<file path="src/rtl/forwarding_hazard_unit.sv">
// Forwarding select and load-use stall controller for the 5-stage MIPS pipeline.
// Optional stall counter output enabled by FORWARDING_HAZARD_STALL_COUNT_EN.
module forwarding_hazard_unit #(
    parameter int unsigned REG_ADDR_WIDTH = 5,
    parameter int unsigned ZERO_REG       = 0
) (
    input  logic                      clk,
    input  logic                      rst,
    input  logic                      id_Valid,
    input  logic [REG_ADDR_WIDTH-1:0] id_Rs,
    input  logic [REG_ADDR_WIDTH-1:0] id_Rt,
    input  logic [REG_ADDR_WIDTH-1:0] id_Dest,
    input  logic                      id_Reg_Write,
    input  logic                      id_Mem_Read,
    input  logic                      flush,
    output logic [1:0]                forward_A,
    output logic [1:0]                forward_B,
`ifdef FORWARDING_HAZARD_STALL_COUNT_EN
    output logic [31:0]               stall_Count,
`endif
    output logic                      stall
);

    localparam logic [REG_ADDR_WIDTH-1:0] ZERO_ADDR = REG_ADDR_WIDTH'(ZERO_REG);

    localparam logic [1:0] FWD_RF  = 2'b00;
    localparam logic [1:0] FWD_EX  = 2'b01;
    localparam logic [1:0] FWD_MEM = 2'b10;
    localparam logic [1:0] FWD_WB  = 2'b11;

    logic                      ex_v, ex_rw, ex_mr;
    logic [REG_ADDR_WIDTH-1:0] ex_dest;
    logic                      mem_v, mem_rw;
    logic [REG_ADDR_WIDTH-1:0] mem_dest;
    logic                      wb_v, wb_rw;
    logic [REG_ADDR_WIDTH-1:0] wb_dest;

    logic [1:0] fwd_a_nxt, fwd_b_nxt;
    logic       load_hit;

    // Youngest-producer-first priority; a load in EX cannot forward yet.
    function automatic logic [1:0] fwd_sel(
        input logic [REG_ADDR_WIDTH-1:0] src,
        input logic                      e_v,
        input logic                      e_rw,
        input logic                      e_mr,
        input logic [REG_ADDR_WIDTH-1:0] e_dest,
        input logic                      m_v,
        input logic                      m_rw,
        input logic [REG_ADDR_WIDTH-1:0] m_dest,
        input logic                      w_v,
        input logic                      w_rw,
        input logic [REG_ADDR_WIDTH-1:0] w_dest
    );
        logic [1:0] sel;
        sel = FWD_RF;
        if (src == ZERO_ADDR)                              sel = FWD_RF;
        else if (e_v && e_rw && !e_mr && src == e_dest)    sel = FWD_EX;
        else if (m_v && m_rw && src == m_dest)             sel = FWD_MEM;
        else if (w_v && w_rw && src == w_dest)             sel = FWD_WB;
        return sel;
    endfunction

    always_comb begin
        load_hit  = 1'b0;
        fwd_a_nxt = FWD_RF;
        fwd_b_nxt = FWD_RF;
        load_hit  = id_Valid && ex_v && ex_mr && ex_rw && (ex_dest != ZERO_ADDR)
                    && ((ex_dest == id_Rs) || (ex_dest == id_Rt));
        fwd_a_nxt = fwd_sel(id_Rs, ex_v, ex_rw, ex_mr, ex_dest,
                            mem_v, mem_rw, mem_dest, wb_v, wb_rw, wb_dest);
        fwd_b_nxt = fwd_sel(id_Rt, ex_v, ex_rw, ex_mr, ex_dest,
                            mem_v, mem_rw, mem_dest, wb_v, wb_rw, wb_dest);
    end

    // Stall is combinational so an async reset of the EX shadow drops it at once.
    assign stall = load_hit && !flush;

    // Shadow pipeline advance; flush or stall injects a bubble into EX.
    always_ff @(posedge clk or posedge rst) begin
        if (rst) begin
            ex_v      <= 1'b0;
            ex_rw     <= 1'b0;
            ex_mr     <= 1'b0;
            ex_dest   <= '0;
            mem_v     <= 1'b0;
            mem_rw    <= 1'b0;
            mem_dest  <= '0;
            wb_v      <= 1'b0;
            wb_rw     <= 1'b0;
            wb_dest   <= '0;
            forward_A <= FWD_RF;
            forward_B <= FWD_RF;
        end else begin
            mem_v    <= ex_v;
            mem_rw   <= ex_rw;
            mem_dest <= ex_dest;
            wb_v     <= mem_v;
            wb_rw    <= mem_rw;
            wb_dest  <= mem_dest;
            if (flush || stall) begin
                ex_v      <= 1'b0;
                ex_rw     <= 1'b0;
                ex_mr     <= 1'b0;
                ex_dest   <= '0;
                forward_A <= FWD_RF;
                forward_B <= FWD_RF;
            end else begin
                ex_v      <= id_Valid;
                ex_rw     <= id_Reg_Write;
                ex_mr     <= id_Mem_Read;
                ex_dest   <= id_Dest;
                forward_A <= fwd_a_nxt;
                forward_B <= fwd_b_nxt;
            end
        end
    end

`ifdef FORWARDING_HAZARD_STALL_COUNT_EN
    // Saturating count of stall cycles.
    always_ff @(posedge clk or posedge rst) begin
        if (rst) begin
            stall_Count <= '0;
        end else if (stall && (stall_Count != 32'hFFFF_FFFF)) begin
            stall_Count <= stall_Count + 32'd1;
        end
    end
`endif

endmodule

</file>
<file path="config.mk">
export PLATFORM = sky130hd
export DESIGN_NAME = forwarding_hazard_unit
export DESIGN_NICKNAME = d
export VERILOG_FILES = /design/src/rtl/forwarding_hazard_unit.sv
export SDC_FILE = /design/constraint.sdc
export NUM_CORES = 1
export LEC_CHECK = 0
export CAP_MARGIN = 40
export CORE_MARGIN = 4
export CORE_UTILIZATION = 38
export DETAILED_ROUTE_END_ITERATION = 6
export GPL_TIMING_DRIVEN = 1
export PLACE_DENSITY = 0.71
export REMOVE_ABC_BUFFERS = 1
export SKIP_LAST_GASP = 1
export SLEW_MARGIN = 20
export SYNTH_ARGS = -nofsm -noshare
export SYNTH_HDL_FRONTEND = slang
export SYNTH_SLANG_ARGS = --single-unit
</file>
<file path="constraint.sdc">
create_clock -name clk -period 3.13 [get_ports clk]
set_clock_uncertainty 0.15 [all_clocks]
set_input_delay 0.4695 -clock clk [delete_from_list [all_inputs] [get_ports clk]]
set_output_delay 0.4695 -clock clk [all_outputs]
set_load 0.01 [all_outputs]
</file>
Yosys cells after proc, flatten, opt, wreduce, memory -nomap -nowiden
Cells that the tools add are included.
- equality and inequality tests: 8
- mux-type cells: 14
- reductions and logical operators: 23
- operator list (operator ; count):
    $eq 5x5->1 ; 8
    $mux 2 ; 10
    $logic_and 1x1->1 ; 16
    $logic_not 5->1 ; 2
    $mux 5 ; 1
    $reduce_bool 5->1 ; 1
    $mux 1 ; 3
    $logic_not 1->1 ; 2
    $logic_or 1x1->1 ; 2
- bits in registers: 26
- input bits: 21
- output and inout bits: 5
- logic and storage cells: 57

Longest topological paths before layout
- depth in word-level cells: 8
- mapped depth: 6

Least setup slack after synthesis
OpenSTA, ideal clock, no wires.
- kind: in2out
- from: input id_Rs[3]
- to: output stall
- arrival time: 1.603 ns
- data required time: 2.510 ns
- path slack: 0.908 ns
- cell stages on the path: 5
- path buffers: 0
- path through: xnor2_1 nand3_1 or3_1 a221oi_2 nor2b_1
- cells in the longest elaborated chain, start to end: 4
- ends and longest elaborated chain (element ; line ; source):
    from (decl) ; 10 ; input logic [REG_ADDR_WIDTH-1:0] id_Rs,
    $eq 5x5->1 ; 69 ; && ((ex_dest == id_Rs) || (ex_dest == id_Rt));
    $logic_or 1x1->1 ; 69 ;
    $logic_and 1x1->1 ; 69 ;
    $logic_and 1x1->1 ; 77 ; assign stall = load_hit && !flush;
    to (decl) ; 21 ; output logic stall
Every way passes these cells.

Worst setup path in the final report
Ends and elaborated chain as after synthesis.

==> impl_results.md <==
* RSZ-0062 raised after global routing: no
* DRC at 0
* FF-to-FF path depth at 6
* Total power at 0.701 mW
* Most frequent cells in the layout: dfrtp_1 (26), clkdlybuf4s50_1 (24), xor2_1 (22), buf_4 (14)
* Rows at 20
* Gr busiest metal: met2
* Cts hold-fix bufs at 0
* Worst path required time at 2.51 ns
* Outcome: completed
* Final max-slew violation count at 0
* Drt first pass iters at 3
* CP cell instances: clkdlybuf4s50_1, xnor2_1, nand3_1, or3_1, a221oi_2, nor2b_1, dlygate4sd2_1
* Yosys cell types at 22
* Commonest non-fill, non-tap cell in the layout: dfrtp_1
* Pwr Density at 417 nW/um^2
* Clock buffer count from CTS at 3
* Initial antenna violation count at 0
* Dpl cell area at 1630 sq um
* Cells after synthesis at 100
* Area grow syn2layout at 39.3%
* Worst-path clk slew at 0.14 ns
* Congestion Overflow GR at 0
* Core ar. at 3050 sq um
* Vias in the first global route at 967
* Via density at 4.82
* DRT iter0 DRCs at 16
* Fin Hold WS at 0.258 ns
* GR Util met2 at 24.6%
* Leak pwr at 0.723 nW
* Worst relative slew slack at 62.6%
* GR Layer Usage met3 at 4.57%
* WL final at 2610 um
* WP data arrival at 2.30 ns
* Crit. End Element: primary output
* Max frequency at 0.343 GHz
* Setup CP Type: in2out
* Layout cells sized above 1 at 15.5%
* Total number of vias at 896
* Die area at 4140 sq um
* Non-filler cells, final at 186
* Wire length per cell at 14.0 um
* Diodes inserted at 0
* CP delay by family, top: buffers and inverters
* Starting Density at 39.5%
* Post-Place Cells at 182
* Reg2reg start: ex_dest[0]
* Crit-path max FO at 2
* Finished Core Util at 55.1%
* Die width at 64.4 um
* Yosys reg bits at 26
* CTS root buf: clkbuf_4
* ANT nets after route at 0
* Post-CTS setup buffers at 0
* Sequential area share after synthesis at 53.9%
* Fin area at 1680 sq um
* HPWL Detailed at 2180 um
* VDD IR max at 0.295 mV
* IO Count at 26
* Final setup viols at 0
* Met1 usage at 16.0%
* Worst-margin pin slew at 0.557 ns
* Pin count of the biggest net entering global routing at 20
* Worst R2R End: forward_A[1]
* Max H-tree Level at 1
* Flop2flop setup slack at 1.15 ns
* CP Buf/Inv Count at 2
* Fillcell total at 288
* Synthesized area per cell at 12.1 sq um
* Crit-path max cell delay at 0.52 ns
* Gr usage total at 13.5%
* Slowest CP cell: clkdlybuf4s50_1
* PortBufs at 25
* CTS tree: built
* Critical Path Source Type: input pin
* Clk sinks at 26
* YS warnings at 0
* CTS max path bufs at 2
* Endpoints failing hold at 0
* Nets@finish at 164
* Max_cap viols at 0
* Die Ht at 64.4 um
* Final period utilization at 93.2%
* Mapped Area at 1210 sq um
* Hold Path Class: in2async
* Global-route wire length before repair at 4340 um
* Tmin final at 2.92 ns
* Worst-Skew Late Latency at 0.32 ns
* RD Place Congestion at 0.848
==> layer usage <==
metal	part of all wire, %	up-vias
met2	51	22
met3	5.1	2
met5	0	-
met4	0.46	0
li1	-	437
met1	43	435
==> logic make-up after synthesis <==
group           after synthesis  synth area share [%]
compound gates                7                  4.97
xor+xnor                     30                  21.8
buf+inv                       3                  1.55
flops                        26                  53.9
simple gates                 34                  17.8
==> state kept, by name, indices dropped and copies added, names as in the netlist <==
register / count
wb_rw: 1
forward_A: 2
wb_v: 1
ex_v: 1
forward_B: 2
ex_dest: 5
mem_v: 1
mem_rw: 1
ex_mr: 1
ex_rw: 1
wb_dest: 5
mem_dest: 5
==> worst max path at each step <==
| stage | depth (start not counted) | slack, ns | to | startpoint |
|---|---|---|---|---|
| 6_report | 7 | 0.21 | stall | id_Rs[3] |
| 5_1_grt | 7 | 0.07 | stall | id_Rs[3] |
| 4_1_cts | 7 | 0.21 | stall | id_Rs[3] |
| 3_5_place_dp | 7 | -0.04 | stall | id_Rs[3] |
| 3_3_place_gp | 7 | -0.05 | stall | id_Rs[3] |
| 2_1_floorplan | 5 | 0.59 | stall | id_Rs[3] |
==> power breakdown <==
part / internal (mW) / total [mW] / leakage [nW] / switching, mW
Combinational: 0.0629 / 0.107 / 0.356 / 0.0441
Clock: 0.130 / 0.229 / 0.0279 / 0.0997
Sequential: 0.350 / 0.364 / 0.339 / 0.0140
Total: 0.543 / 0.701 / 0.723 / 0.158
==> through the flow <==
stage / worst slack, ns / setup TNS (ns)
after floorplan: 0.592 / 0
after global placement: -0.0459 / -0.0459
after detailed placement: -0.0403 / -0.0403
after CTS: 0.210 / 0
after global routing: 0.0684 / 0
final: 0.213 / 0
==> timing repair <==
| item | CTS | global route |
|---|---|---|
| endpoints found under the hold margin | 0 | 0 |
| resized for setup | 1 | 0 |
| endpoints found under the setup margin | 1 | 0 |
==> cell type report <==
class	instances	area (sq um)	area share, %
Tap cell	44	55.1	3.27
Clock inverter	1	30.0	1.79
Clock buffer	3	22.5	1.34
Timing Repair Buffer	40	382	22.7
Sequential cell	26	651	38.7
Multi-Input combinational cell	71	538	32.0
Inverter	1	3.75	0.223
==> synth_stat cells, drive strengths merged <==
| cell | number | share of area (%) |
|---|---|---|
| a2111oi | 2 | 1.5 |
| a221oi | 1 | 1.2 |
| a31oi | 2 | 1.0 |
| buf | 1 | 0.93 |
| clkbuf | 1 | 0.31 |
| dfrtp | 26 | 54 |
| inv | 1 | 0.31 |
| nand2 | 3 | 0.93 |
| nand3 | 2 | 0.83 |
| nand3b | 1 | 0.62 |
| nand4 | 3 | 1.6 |
| nor2 | 3 | 0.93 |
| nor2b | 1 | 0.52 |
| nor3 | 3 | 2.1 |
| nor3b | 8 | 5.0 |
| nor4 | 6 | 3.1 |
| o21bai | 2 | 1.2 |
| or3 | 2 | 1.0 |
| or4 | 2 | 1.2 |
| xnor2 | 8 | 5.8 |
| xor2 | 22 | 16 |
Power figures use the tool's default switching activity.
